<file path="config.mk">
export PLATFORM = sky130hd
export DESIGN_NAME = trng_cmd_arbiter
export DESIGN_NICKNAME = d
export VERILOG_FILES = /design/src/rtl/trng_cmd_arbiter.sv
export SDC_FILE = /design/constraint.sdc
export NUM_CORES = 1
export LEC_CHECK = 0
export CAP_MARGIN = 40
export CORE_AREA = 2 2 332 334
export CTS_CLUSTER_DIAMETER = 50
export DETAILED_ROUTE_END_ITERATION = 8
export DIE_AREA = 0 0 334 336
export HOLD_SLACK_MARGIN = 0.02
export SETUP_SLACK_MARGIN = 0.1
export SYNTH_ARGS = -nofsm -noshare
export SYNTH_HDL_FRONTEND = slang
export SYNTH_SLANG_ARGS = --single-unit
</file>
<file path="constraint.sdc">
create_clock -name clk -period 7.3 [get_ports clk]
set_input_delay 1.46 -clock clk [delete_from_list [all_inputs] [get_ports clk]]
set_output_delay 1.46 -clock clk [all_outputs]
set_load 0.02 [all_outputs]
</file>
<file path="src/rtl/trng_cmd_arbiter.sv">
// Round-robin arbiter sharing one TRNG_CTRL command port between requesters.
// Caches the loaded config and issues SET_VAR only when a winner's config differs.
module trng_cmd_arbiter #(
    parameter int NUM_REQ     = 2,
    parameter int SETUP_CYC   = 2,
    parameter int START_CYC   = 2,
    parameter int TIMEOUT_CYC = 20000
) (
    input  logic                     clk,
    input  logic                     rst,
    input  logic [NUM_REQ-1:0]       req,
    input  logic [2*NUM_REQ-1:0]     req_cmd,
    input  logic [12*NUM_REQ-1:0]    req_addr,
    input  logic [28*NUM_REQ-1:0]    req_cfg,
    input  logic [144*NUM_REQ-1:0]   req_wdata,
    output logic [NUM_REQ-1:0]       gnt,
    output logic [NUM_REQ-1:0]       rsp_valid,
    output logic [143:0]             rsp_data,
    output logic                     rsp_err,
    output logic                     rsp_timeout,
    output logic                     ctrl_start,
    output logic [1:0]               ctrl_cmd,
    output logic [11:0]              ctrl_addr,
    output logic [27:0]              ctrl_cfg,
    output logic [143:0]             ctrl_mem_in,
    input  logic                     ctrl_done,
    input  logic                     ctrl_err,
    input  logic [143:0]             ctrl_mem_out
);

    localparam int IW = (NUM_REQ > 1) ? $clog2(NUM_REQ) : 1;
    localparam int CW = $clog2(TIMEOUT_CYC + SETUP_CYC + START_CYC + 2) + 1;

    localparam logic [1:0] C_TRNG  = 2'b00;
    localparam logic [1:0] C_SETV  = 2'b01;
    localparam logic [1:0] C_WRITE = 2'b10;
    localparam logic [1:0] C_READ  = 2'b11;

    typedef enum logic [2:0] {
        S_IDLE,
        S_CFG_SETUP,
        S_CFG_START,
        S_CFG_WAIT,
        S_CMD_SETUP,
        S_CMD_START,
        S_CMD_WAIT,
        S_RESP
    } state_t;

    state_t         r_state;
    state_t         w_next;
    logic [CW-1:0]  r_cnt;
    logic [IW-1:0]  r_win;
    logic [IW-1:0]  r_last;
    logic [1:0]     r_cmd;
    logic [11:0]    r_addr;
    logic [27:0]    r_cfg;
    logic [143:0]   r_wdata;
    logic [27:0]    r_loaded_cfg;
    logic           r_cfg_valid;
    logic           r_seen;
    logic           r_seen_err;
    logic [143:0]   r_seen_mem;
    logic [143:0]   r_rsp_data;
    logic           r_rsp_err;
    logic           r_rsp_to;

    logic           w_any;
    logic [IW-1:0]  w_pick;
    logic [IW:0]    w_k;
    logic [1:0]     w_cmd_in;
    logic [11:0]    w_addr_in;
    logic [27:0]    w_cfg_in;
    logic [143:0]   w_wdata_in;
    logic           w_cmpl;
    logic           w_cerr;
    logic [143:0]   w_cmem;
    logic           w_tmo;
    logic           w_cfg_ph;
    logic           w_cmd_ph;
    logic           w_in_resp;

    // Search upward from the last winner, wrapping, for the next request
    always_comb begin
        w_any  = 1'b0;
        w_pick = '0;
        w_k    = '0;
        for (int i = 1; i <= NUM_REQ; i++) begin
            w_k = {1'b0, r_last} + (IW+1)'(i);
            if (w_k >= (IW+1)'(NUM_REQ)) w_k = w_k - (IW+1)'(NUM_REQ);
            if (!w_any && req[w_k[IW-1:0]]) begin
                w_any  = 1'b1;
                w_pick = w_k[IW-1:0];
            end
        end
    end

    always_comb begin
        w_cmd_in   = '0;
        w_addr_in  = '0;
        w_cfg_in   = '0;
        w_wdata_in = '0;
        for (int i = 0; i < NUM_REQ; i++) begin
            if (w_pick == IW'(i)) begin
                w_cmd_in   = req_cmd[i*2 +: 2];
                w_addr_in  = req_addr[i*12 +: 12];
                w_cfg_in   = req_cfg[i*28 +: 28];
                w_wdata_in = req_wdata[i*144 +: 144];
            end
        end
    end

    // A completion seen during the start pulse is remembered for the wait state
    assign w_cmpl = r_seen | ctrl_done | ctrl_err;
    assign w_cerr = r_seen ? r_seen_err : ctrl_err;
    assign w_cmem = r_seen ? r_seen_mem : ctrl_mem_out;
    assign w_tmo  = (r_cnt >= CW'(TIMEOUT_CYC));

    always_comb begin
        w_next = r_state;
        unique case (r_state)
            S_IDLE: begin
                if (w_any) begin
                    if (w_cmd_in == C_SETV || !r_cfg_valid ||
                        w_cfg_in != r_loaded_cfg)
                        w_next = S_CFG_SETUP;
                    else
                        w_next = S_CMD_SETUP;
                end
            end
            S_CFG_SETUP: if (r_cnt == CW'(SETUP_CYC-1)) w_next = S_CFG_START;
            S_CFG_START: if (r_cnt == CW'(START_CYC-1)) w_next = S_CFG_WAIT;
            S_CFG_WAIT: begin
                if (w_cmpl) begin
                    if (w_cerr || r_cmd == C_SETV) w_next = S_RESP;
                    else                           w_next = S_CMD_SETUP;
                end else if (w_tmo) begin
                    w_next = S_RESP;
                end
            end
            S_CMD_SETUP: if (r_cnt == CW'(SETUP_CYC-1)) w_next = S_CMD_START;
            S_CMD_START: if (r_cnt == CW'(START_CYC-1)) w_next = S_CMD_WAIT;
            S_CMD_WAIT:  if (w_cmpl || w_tmo) w_next = S_RESP;
            S_RESP:      w_next = S_IDLE;
            default:     w_next = S_IDLE;
        endcase
    end

    always_ff @(posedge clk) begin
        if (rst) begin
            r_state      <= S_IDLE;
            r_cnt        <= '0;
            r_win        <= '0;
            r_last       <= IW'(NUM_REQ-1);
            r_cmd        <= '0;
            r_addr       <= '0;
            r_cfg        <= '0;
            r_wdata      <= '0;
            r_loaded_cfg <= '0;
            r_cfg_valid  <= 1'b0;
            r_seen       <= 1'b0;
            r_seen_err   <= 1'b0;
            r_seen_mem   <= '0;
            r_rsp_data   <= '0;
            r_rsp_err    <= 1'b0;
            r_rsp_to     <= 1'b0;
        end else begin
            r_state <= w_next;
            // Count runs on from start rise through the wait state
            if (w_next != r_state && w_next != S_CFG_WAIT &&
                w_next != S_CMD_WAIT)
                r_cnt <= '0;
            else if (r_state != S_IDLE && r_state != S_RESP)
                r_cnt <= r_cnt + CW'(1);

            if (r_state == S_CFG_START || r_state == S_CFG_WAIT ||
                r_state == S_CMD_START || r_state == S_CMD_WAIT) begin
                if (!r_seen && (ctrl_done || ctrl_err)) begin
                    r_seen     <= 1'b1;
                    r_seen_err <= ctrl_err;
                    r_seen_mem <= ctrl_mem_out;
                end
            end else begin
                r_seen <= 1'b0;
            end

            unique case (r_state)
                S_IDLE: begin
                    if (w_any) begin
                        r_win   <= w_pick;
                        r_cmd   <= w_cmd_in;
                        r_addr  <= w_addr_in;
                        r_cfg   <= w_cfg_in;
                        r_wdata <= w_wdata_in;
                    end
                end
                S_CFG_WAIT: begin
                    if (w_cmpl) begin
                        r_rsp_data <= '0;
                        r_rsp_err  <= w_cerr;
                        r_rsp_to   <= 1'b0;
                        if (w_cerr) begin
                            r_cfg_valid <= 1'b0;
                        end else begin
                            r_loaded_cfg <= r_cfg;
                            r_cfg_valid  <= 1'b1;
                        end
                    end else if (w_tmo) begin
                        r_rsp_data  <= '0;
                        r_rsp_err   <= 1'b1;
                        r_rsp_to    <= 1'b1;
                        r_cfg_valid <= 1'b0;
                    end
                end
                S_CMD_WAIT: begin
                    if (w_cmpl) begin
                        r_rsp_err <= w_cerr;
                        r_rsp_to  <= 1'b0;
                        if (r_cmd == C_READ || r_cmd == C_TRNG)
                            r_rsp_data <= w_cmem;
                        else
                            r_rsp_data <= '0;
                    end else if (w_tmo) begin
                        r_rsp_data  <= '0;
                        r_rsp_err   <= 1'b1;
                        r_rsp_to    <= 1'b1;
                        r_cfg_valid <= 1'b0;
                    end
                end
                S_RESP:  r_last <= r_win;
                default: ;
            endcase
        end
    end

    assign w_cfg_ph  = (r_state == S_CFG_SETUP) || (r_state == S_CFG_START) ||
                       (r_state == S_CFG_WAIT);
    assign w_cmd_ph  = (r_state == S_CMD_SETUP) || (r_state == S_CMD_START) ||
                       (r_state == S_CMD_WAIT);
    assign w_in_resp = (r_state == S_RESP);

    assign gnt = (r_state == S_IDLE && w_any && !rst) ?
                 (NUM_REQ'(1) << w_pick) : '0;
    assign rsp_valid   = w_in_resp ? (NUM_REQ'(1) << r_win) : '0;
    assign rsp_data    = w_in_resp ? r_rsp_data : '0;
    assign rsp_err     = w_in_resp & r_rsp_err;
    assign rsp_timeout = w_in_resp & r_rsp_to;

    assign ctrl_start  = (r_state == S_CFG_START) || (r_state == S_CMD_START);
    assign ctrl_cmd    = w_cfg_ph ? C_SETV : (w_cmd_ph ? r_cmd : 2'b00);
    assign ctrl_addr   = w_cmd_ph ? r_addr : '0;
    assign ctrl_cfg    = (w_cfg_ph || w_cmd_ph) ? r_cfg : '0;
    assign ctrl_mem_in = (w_cmd_ph && r_cmd == C_WRITE) ? r_wdata : '0;

endmodule

</file>
Word-level counts from Yosys, hierarchy flattened. Index checks and enable logic that the tools add are counted.

Input port bits: 522. Word-level logic and storage cells: 140. Register bits after elaboration: 528.

Reduce and logical (&&, ||, !) cells: 40. Bitwise gates (word level): 6. Shifts and indexed selects: 2. Mux-type cells: 48. $lt $le $gt $ge: 5. Add/subtract/negate cells: 5. Equal/unequal tests: 18.

Operator list (number): 144-bit 2-to-1 mux (8); 144-bit one-hot mux with 2 select lines (1); 28-bit 2-to-1 mux (2); 28-bit != test (1); 3-bit 2-to-1 mux (9); 12-bit 2-to-1 mux (2); 3-bit one-hot mux with 8 select lines (1); 1-bit 2-to-1 mux (18); 16-bit by 1-bit adder with 16-bit output, second input constant (1); 16-bit by 1-bit == test with 1-bit output, second input constant (1); 16-bit by 15-bit >= comparator with 1-bit output, second input constant (1); 1-bit logical OR (15); 3-bit == test, second input constant (4); 2-bit 2-to-1 mux (6); 1-bit logical AND (8); 2-bit AND reduction (4); 3-bit by 2-bit == test with 1-bit output, second input constant (2); 3-bit != test, second input constant (2); 2-bit OR reduction (3); 2-bit by 1-bit == test with 1-bit output, second input constant (2); 2-bit == test, second input constant (2); 2-bit >= comparator, second input constant (2); 1-bit zero test (4); 1-bit by 2-bit less-than comparator with 1-bit output, second input constant (2); other kinds (17) (23).

Logic depth before layout (Yosys ltp).
Depth in word-level cells: 20. Gate-level depth with buffers: 11. Mapped depth without buffers: 9.

Worst setup path before layout. Ideal clock, no wire load.

Path type: input to output. Start: input port req[1]. End: output port gnt[1]. Slack: 3.240 ns. Arrival: 2.600 ns. Cell stages on the path: 4. Path buffers: 2. Cell sequence: a21bo_2 > clkbuf_1 > clkbuf_1 > nor3_1.

Longest elaborated chain between the ends: 9. Elaborated cells between the ends (all ways): 14. Those cells by class: 1 x shift; 9 x mux; 4 x reduce/logical.

RTL lines: start, declared (line 11) `input logic [NUM_REQ-1:0] req,`; 1-bit 2-to-1 mux (not written as such) (2 in a row) (line 91) `if (!w_any && req[w_k[IW-1:0]]) begin`; 1-bit 2-to-1 mux (line 91); 1-bit zero test (line 91); 1-bit logical AND (line 91); 1-bit 2-to-1 mux (line 91); 1-bit logical AND (2 in a row) (line 242) `assign gnt = (r_state == S_IDLE && w_any && !rst) ?`; 2-bit 2-to-1 mux (*) (line 242); end, declared (line 16) `output logic [NUM_REQ-1:0] gnt,`.

Mark *: on every way between the ends. The rest lies on a longest branch, timed or not. The select of a mux whose other input is x is not followed.

Worst setup path after layout.
Start: input port req[1]. End: output port gnt[0].

The elaborated chain is that of the path after synthesis.

==> flow_metrics.tcl <==
set metrics [dict create \
    fin_skew_ps 61.2 \
    finalSetupViolations 0 \
    synth_area_mm2 0.0250 \
    track_usage_pct 19.3 \
    synth-edff-count 0 \
    async_flop_share_pct 0 \
    cp_slowest_cell "clkdlybuf4s50_1" \
    cts_hold_buf 0 \
    p_per_area_mw_per_mm2 229 \
    root_buffer "clkbuf_16" \
    ys_ff_latch 528 \
    htreeDepth 3 \
    area_growth_syn_to_layout_pct 51.0 \
    core-area_mm2 0.108 \
    min_period_ps 5590 \
    gp_congestion 0.897 \
    synth_ff_type "dfxtp_1" \
    grt.met2_usage_pct 30.2 \
    worstMarginPinSlew_ps 999 \
    crit_top_cell "clkdlybuf4s50_1" \
    chipWidth_um 334 \
    drive_gt1_share_pct 9.00 \
    min_path_type "reg -> reg" \
    cp-start-kind "input port" \
    syn-num-nets 3679 \
    drv_slew 0 \
    start_util_pct 23.0 \
    path_cells "clkdlybuf4s50_1 -> or2_2 -> nand2_1 -> nor3_1 -> clkdlybuf4s50_1" \
    finalInstanceArea_mm2 0.0377 \
    synth_common_cells "nand2_1, dfxtp_1, nor2_1" \
    path_delay_family "buffers and inverters" \
    cp_slowest_stage_delay_ps 750 \
    crit_buf_inv 2 \
    hpwl_mm 81.8 \
    clk_path_buf_depth 3 \
    max_freq_mhz 179 \
    synth.distinct_cells 63 \
    drtAntennaViolNets 0 \
    whs_path_depth 2 \
    synth_area_leader_cell "dfxtp_1" \
    use_met1_pct 25.8 \
    worstSetupPathType "in -> out" \
    die_h_um 336 \
    grt_overflow 0 \
    ir_drop_mv 0.156 \
    grt_antenna_before_repair 29 \
    p_leak_uw 0.0141 \
    grt_max_degree 157 \
    wl_per_cell_um 21.4 \
    r2r-start "r_seen" \
    maxCapViolCount 0 \
    status "finished clean" \
    hold_slack_ps 451 \
    final_hold_viol_count 0 \
    ioPinCount 859 \
    critPathLaunch "req[1]" \
    synth_area_leaders "dfxtp_1, nand2_1, mux2_2" \
    clk_pin_slew_ps 60 \
    nets 4374 \
    routed_wl_mm 114 \
    drc 0 \
    worstHoldEndpoint "r_seen_mem[1]" \
    end_kind "primary output" \
    grt_pass1_wl_mm 164 \
    cts_buffers 81 \
    ctsResizeCount 0 \
    met3_usage_pct 5.15 \
    worstPathArrival_ps 4130 \
    relSlewSlack_pct 33.4 \
    min_from "r_seen_mem[1]" \
    grt_pass1_vias 24600 \
    placed_area_mm2 0.0349 \
    syn-instance-count 3152 \
    grt_setup_unrepaired "false" \
    yosysWarnings 0 \
    port_buffers 858 \
    rows 121 \
    clock_latency_ps 670 \
    cts_setup_buffers 0 \
    synth_top_area_share_pct 42.3 \
    cp.required_ps 5840 \
    syn_area_per_cell_um2 7.93 \
    fin_setup_tns_ps 0 \
    r2r_setup_slack_ps 3730 \
    first_iter_violations 1980 \
    rr_endpoint "r_cnt[12]" \
    crit_fanout 14 \
    yosysMostFrequentCell "nand2_1" \
    r2r_cells 6 \
    firstDrtPassIters 6 \
    vias 26000 \
    cts_sinks 528 \
    top_usage_layer "met2" \
    avgViaCountPerCell 4.87 \
    dieArea_mm2 0.112 \
    min_period_over_period_pct 76.6 \
    ys_seq_area_share_pct 42.3 \
    cts_tree "built" \
]
==> metrics by stage <==
step	total power, uW	std cells	utilization (%)	setup WS (ps)
2_1_floorplan	4010	3152	-	3240
3_3_place_gp	4640	5168	31.9	1700
3_5_place_dp	4670	5178	32.2	1730
4_1_cts	8730	5324	34.8	1730
5_1_grt	9000	5336	34.8	1640
6_report	8630	5343	34.8	1710
==> report_power, final <==
group / switching [uW] / internal (uW)
sequential: 144 / 3110
combinational: 767 / 605
clock: 1570 / 2440
total: 2480 / 6150
==> worst reg2reg max path, delay by kind of cell (launching register included) <==
family | cells | cell delay, ps
buffers and inverters | 1 | 610
AOI/OAI and AO/OA | 4 | 1790
DFF | 1 | 710
and+or+nand+nor | 1 | 300
==> metal layers <==
layer	vias to the layer above	wire, um	share of wire [%]
met3	177	8870	7.8
met4	10	3430	3.0
met1	12500	50600	44
met2	1015	51100	45
met5	-	63	0.055
li1	12300	-	-
==> sequential cells by signal, indices dropped and copies added, names as in the netlist <==
name / flops
r_rsp_err: 1
r_state: 3
r_rsp_to: 1
r_wdata: 144
r_seen: 1
r_cfg: 28
r_addr: 12
r_cnt: 16
r_cmd: 2
r_rsp_data: 144
r_cfg_valid: 1
r_loaded_cfg: 28
r_win: 1
r_seen_mem: 144
r_last: 1
r_seen_err: 1
==> cells by family after synthesis <==
kind of cell | after synthesis | share of synthesized area, %
fa+ha+maj | 6 | 0.290
mux | 156 | 6.97
simple gates | 1479 | 26.2
flops | 528 | 42.3
xor+xnor | 42 | 1.47
buf+inv | 333 | 5.08
compound gates | 608 | 17.7
==> how the worst max path moves through the flow <==
stage / to / cells past startpoint
after detailed placement: gnt[0] / 5
final: gnt[0] / 5
after CTS: gnt[0] / 5
after global routing: gnt[1] / 5
after floorplan: gnt[1] / 4
after global placement: gnt[0] / 5
==> layout by cell type (no fill, tap or decap), types with 42 or more instances in the layout <==
master and count:
clkbuf_16 81, a22oi_1 162, dfxtp_1 527, nand2_1 710
a311oi_1 175, a21oi_1 185, clkdlybuf4s50_1 857, and2_1 150
inv_1 42, and3_1 186, nor2_1 363, mux2_2 144
==> layout make-up <==
type | count | area, um2
Clock buffer | 103 | 2250
Clock inverter | 43 | 567
Antenna cell | 19 | 47.5
Multi-Input combinational cell | 2291 | 13200
Tap cell | 1414 | 1770
Fill cell | 11200 | 70700
Inverter | 42 | 158
Timing Repair Buffer | 903 | 9140
Sequential cell | 528 | 10600
No activity file was read; power rests on OpenSTA's default activity.
